**config.mk**
```make
export PLATFORM = sky130hd
export DESIGN_NAME = an13_corrector
export DESIGN_NICKNAME = d
export VERILOG_FILES = /design/src/rtl/an13_corrector.sv
export SDC_FILE = /design/constraint.sdc
export NUM_CORES = 1
export LEC_CHECK = 0
export CORE_MARGIN = 3
export CORE_UTILIZATION = 58
export CTS_BUF_LIST = sky130_fd_sc_hd__clkbuf_4 sky130_fd_sc_hd__clkbuf_8
export DETAILED_ROUTE_END_ITERATION = 8
export PLACE_DENSITY = 0.87
export SLEW_MARGIN = 20
export SYNTH_ARGS = -nofsm -noshare
export SYNTH_HDL_FRONTEND = slang
export SYNTH_SLANG_ARGS = --single-unit
```
**constraint.sdc**
```tcl
create_clock -name clk -period 7.8 [get_ports clk]
set_clock_uncertainty 0.2 [all_clocks]
set_input_delay 1.56 -clock clk [delete_from_list [all_inputs] [get_ports clk]]
set_output_delay 1.56 -clock clk [all_outputs]
set_load 0.01 [all_outputs]
```
**src/rtl/an13_corrector.sv**
```systemverilog
// Two-stage AN (A=13) single-error corrector with saturating statistics counters.
// Stage 1 registers the Barrett result plus syndrome lookup; stage 2 registers the correction.
module an13_corrector #(
    parameter int unsigned CNT_W = 8
) (
    input  logic             clk,
    input  logic             rst_n,
    input  logic             in_valid,
    output logic             in_ready,
    input  logic [5:0]       receive_in,
    input  logic [2:0]       q_in,
    input  logic [3:0]       r_in,
    input  logic             error_in,
    output logic             out_valid,
    input  logic             out_ready,
    output logic [2:0]       data_out,
    output logic [5:0]       codeword_out,
    output logic             corrected,
    output logic             uncorrectable,
    input  logic             cnt_clr,
    output logic [CNT_W-1:0] err_cnt,
    output logic [CNT_W-1:0] corr_cnt,
    output logic [CNT_W-1:0] uncorr_cnt
);

    logic advance;
    logic xfer;

    assign advance  = !out_valid || out_ready;
    assign in_ready = advance && rst_n;
    assign xfer     = out_valid && out_ready;

    // Syndrome lookup: residue -> signed error value e (two's complement, 7 bits)
    logic       syn_hit;
    logic [6:0] syn_e;

    always_comb begin
        syn_hit = 1'b1;
        syn_e   = 7'd0;
        case (r_in)
            4'd1:    syn_e = 7'd1;
            4'd2:    syn_e = 7'd2;
            4'd4:    syn_e = 7'd4;
            4'd8:    syn_e = 7'd8;
            4'd3:    syn_e = 7'd16;
            4'd6:    syn_e = 7'd32;
            4'd12:   syn_e = 7'h7f;  // -1
            4'd11:   syn_e = 7'h7e;  // -2
            4'd9:    syn_e = 7'h7c;  // -4
            4'd5:    syn_e = 7'h78;  // -8
            4'd10:   syn_e = 7'h70;  // -16
            4'd7:    syn_e = 7'h60;  // -32
            default: syn_hit = 1'b0;
        endcase
    end

    logic       s1_valid;
    logic [5:0] s1_recv;
    logic [2:0] s1_q;
    logic       s1_err;
    logic       s1_rnz;
    logic       s1_hit;
    logic [6:0] s1_e;

    always_ff @(posedge clk or negedge rst_n) begin
        if (!rst_n) begin
            s1_valid <= 1'b0;
            s1_recv  <= '0;
            s1_q     <= '0;
            s1_err   <= 1'b0;
            s1_rnz   <= 1'b0;
            s1_hit   <= 1'b0;
            s1_e     <= '0;
        end else if (advance) begin
            s1_valid <= in_valid;
            s1_recv  <= receive_in;
            s1_q     <= q_in;
            s1_err   <= error_in;
            s1_rnz   <= (r_in != 4'd0);
            s1_hit   <= syn_hit;
            s1_e     <= syn_e;
        end
    end

    // c = receive - e, computed 8 bits wide so the 0..63 range test is a plain top-bits check
    logic [7:0] c_val;
    logic       c_ok;
    logic [2:0] c_div;
    logic [2:0] nxt_data;
    logic [5:0] nxt_cw;
    logic       nxt_corr;
    logic       nxt_unc;

    assign c_val = {2'b00, s1_recv} - {s1_e[6], s1_e};
    assign c_ok  = (c_val[7:6] == 2'b00);

    always_comb begin
        if (c_val[5:0] >= 6'd52)      c_div = 3'd4;
        else if (c_val[5:0] >= 6'd39) c_div = 3'd3;
        else if (c_val[5:0] >= 6'd26) c_div = 3'd2;
        else if (c_val[5:0] >= 6'd13) c_div = 3'd1;
        else                          c_div = 3'd0;
    end

    always_comb begin
        nxt_data = s1_q;
        nxt_cw   = s1_recv;
        nxt_corr = 1'b0;
        nxt_unc  = 1'b0;
        if (!s1_err && !s1_rnz) begin
            nxt_unc = 1'b0;
        end else if ((s1_err == s1_rnz) && s1_hit && c_ok) begin
            nxt_data = c_div;
            nxt_cw   = c_val[5:0];
            nxt_corr = 1'b1;
        end else begin
            nxt_unc = 1'b1;
        end
    end

    logic s2_err;

    always_ff @(posedge clk or negedge rst_n) begin
        if (!rst_n) begin
            out_valid     <= 1'b0;
            data_out      <= '0;
            codeword_out  <= '0;
            corrected     <= 1'b0;
            uncorrectable <= 1'b0;
            s2_err        <= 1'b0;
        end else if (advance) begin
            out_valid     <= s1_valid;
            data_out      <= nxt_data;
            codeword_out  <= nxt_cw;
            corrected     <= nxt_corr;
            uncorrectable <= nxt_unc;
            s2_err        <= s1_err || s1_rnz;
        end
    end

    always_ff @(posedge clk or negedge rst_n) begin
        if (!rst_n) begin
            err_cnt    <= '0;
            corr_cnt   <= '0;
            uncorr_cnt <= '0;
        end else if (cnt_clr) begin
            err_cnt    <= '0;
            corr_cnt   <= '0;
            uncorr_cnt <= '0;
        end else if (xfer) begin
            if (s2_err && (err_cnt != '1))          err_cnt    <= err_cnt + CNT_W'(1);
            if (corrected && (corr_cnt != '1))      corr_cnt   <= corr_cnt + CNT_W'(1);
            if (uncorrectable && (uncorr_cnt != '1)) uncorr_cnt <= uncorr_cnt + CNT_W'(1);
        end
    end

endmodule
```
==> results.py <==
metrics = {
    "synthesis": {
        "synth_top_area_frac": 0.477,
        "ys_ff_latch": 57,
        "synth_edf_count": 0,
        "yosys.area.top_type": "dfrtp_1",
        "synth_nets": 341,
        "ys.flop_type": "dfrtp_1",
        "synth_area_um2": 2990,
        "yosys_warnings": 0,
        "synth_seq_area_share": 0.477,
        "netlist_instances": 311,
        "avgSynthCellArea_um2": 9.62,
        "synth.distinct_cells": 40,
        "synth_area_leaders": "dfrtp_1 48%, nand2_1 6.4%, xor2_1 4.7%, nor2_1 4.3%, ha_1 4.2%",
        "ys_async_sr_fraction": 1.00,
    },
    "die": {
        "die_h_um": 77.8,
        "std_cell_rows": 25,
        "fp.dieArea_um2": 6060,
        "initial_core_util": 0.617,
        "core-area_um2": 4850,
        "fp.dieW_um": 77.8,
        "io_pins": 56,
    },
    "routing": {
        "ant_nets": 0,
        "viasPerCell": 5.58,
        "drtPass1Iterations": 4,
        "avgRoutedWirePerCell_um": 14.3,
        "via_count": 2432,
        "totalWireLength_um": 6210,
        "drt-initial-drc-count": 177,
        "drc": 0,
    },
    "critical_path": {
        "regToRegStartpoint": "s1_recv[0]",
        "critPathTopFamily": "buffers and inverters",
        "start_kind": "primary input",
        "worst_ep_required_time_ps": 6040,
        "path_max_fanout": 27,
        "slowest_delay_ps": 740,
        "crit_path_end": "in_ready",
        "timing.critical_path.slowest_stage_cell": "nand2b_1",
        "path_buf_inv": 2,
        "cp-end-kind": "output pin",
        "reg2reg_slack_ps": 4640,
        "r2r.worst_path.cells": 10,
        "cp.depth": 4,
        "timing.rr.end": "data_out[2]",
        "critPathMostFrequentCell": "clkdlybuf4s50_1",
        "critPathArrivalTime_ps": 3650,
        "cp_cell_sequence": "clkdlybuf4s50_1 > nand2b_1 > and2_1 > clkdlybuf4s50_1",
        "setup.worst_path.class": "in -> out",
        "cp-startpoint": "out_ready",
    },
    "flow_run": {
        "drv_cap": 0,
    },
    "clock_tree": {
        "cts_inserted_buffers": 9,
        "numClockSinks": 57,
        "clk_pin_slew_worst_paths_ps": 60,
        "cts_setup_buffers": 0,
        "cts_resized": 0,
        "clockRootBuffer": "clkbuf_8",
        "h-tree-depth": 3,
        "cts_buffer_depth": 2,
        "clk_latency_ps": 340,
        "cts_tree": "built",
        "holdBufCountCts": 0,
    },
    "sta": {
        "setup_viol": 0,
        "fin_setup_tns_ps": 0,
        "hold_viol": 0,
        "drv_slew": 0,
        "slew_headroom": 0.365,
        "worst_slew_pin_slew_ps": 949,
        "rsz0062_at_grt": "false",
        "finalCritPeriodShare": 0.694,
        "fmax_ghz": 0.185,
        "period_needed_ps": 5410,
    },
    "finish": {
        "final_cell_mix": "57 x dfrtp_1, 54 x clkdlybuf4s50_1, 51 x nand2_1",
        "area_growth_pct": 25.4,
        "final_common_cell": "dfrtp_1",
        "drive_gt1_frac": 0.0650,
        "fin_nets": 395,
        "insertedDiodeCount": 0,
    },
    "placement": {
        "place_congestion": 0.809,
        "port_buffers": 55,
        "dp_hpwl_um": 4360,
    },
    "global_routing": {
        "grt_max_degree": 59,
        "track_usage": 0.232,
        "gr-total-overflow": 0,
        "antenna_found_initial": 0,
        "grt_pass1_wl_um": 11100,
        "first_global_vias": 2449,
    },
    "pwr": {
        "p_leak_nw": 1.69,
        "powerDensity_nw_per_um2": 227,
        "p_total_mw": 0.852,
        "ir_worst_vdd_v": 0.000147,
    },
    "worst_hold_path": {
        "min_path_type": "reg -> reg",
    },
    "status": {
        "status": "complete, no violations",
    },
}
==> worst min path at each step <==
stage	end	slack, ps	cells past startpoint	startpoint
after global routing	out_valid	290	1	s1_valid
after floorplan	s1_valid	230	2	s1_valid
after detailed placement	out_valid	240	1	s1_valid
final	out_valid	260	1	s1_valid
after CTS	out_valid	260	1	s1_valid
after global placement	s1_valid	240	2	s1_valid
==> cells by family after synthesis <==
kind of cell,synth area share
muxes,0.0368
and+or+nand+nor,0.183
buffers and inverters,0.0314
AOI/OAI and AO/OA,0.145
DFF,0.477
xor gates and xnor gates,0.0790
adders and majority gates,0.0485
==> state kept, by name (all words and copies together) (netlist names) <==
register,flops
uncorrectable,1
s1_rnz,1
corrected,1
s1_recv,6
uncorr_cnt,8
s1_valid,1
s1_hit,1
data_out,3
out_valid,1
err_cnt,8
s1_err,1
corr_cnt,8
s1_e,7
s1_q,3
s2_err,1
codeword_out,6
==> metal layers <==
metal  global-route usage  up-vias  routed length, um
met2                0.369       58               3040
met1                0.299     1173               2780
li1                     -     1190                  -
met4                0.130        0                141
met5                    0        -                  0
met3               0.0429       11                252
==> cells in the mapped netlist, types with 2 or more instances <==
master / number
nor2_1: 34
nand2b_1: 4
nor2b_1: 4
a211oi_1: 2
nand2_1: 51
nand3_1: 12
dfrtp_1: 57
clkbuf_1: 13
a221oi_1: 2
o311ai_2: 2
xnor2_1: 11
nor3_1: 2
o21a_1: 5
xor2_1: 16
a21oi_1: 12
and2_1: 2
ha_1: 10
nand4_1: 4
o2111a_1: 3
o31ai_1: 2
a31oi_1: 2
mux2i_1: 11
o21ai_0: 16
a41oi_1: 3
and3_1: 5
inv_1: 10
and4_1: 2
a211o_1: 2
==> per-stage QoR <==
stage	util	setup WS, ps	instances	hold slack [ps]	instance area (um2)
2_1_floorplan	-	3700	311	230	2990
3_3_place_gp	0.739	2450	421	243	3580
3_5_place_dp	0.739	2390	421	242	3580
4_1_cts	0.774	2380	436	256	3750
5_1_grt	0.774	2230	436	289	3750
6_report	0.774	2390	436	257	3750
==> cell type report <==
class                      count  area, um2
inverter                      10       37.5
tap                           67       83.8
timing repair buffer          57        561
fill                         346       1090
multi-input combinational    230       1480
clock buffer                  10        138
clock inverter                 5       32.5
sequential                    57       1430
==> power breakdown <==
| part | leakage [nW] | switching, mW | internal (mW) |
|---|---|---|---|
| Sequential | 0.726 | 0.0244 | 0.330 |
| Combinational | 0.885 | 0.134 | 0.124 |
| Clock | 0.0802 | 0.119 | 0.121 |
| Total | 1.69 | 0.278 | 0.575 |
No activity file was read; power rests on OpenSTA's default activity.
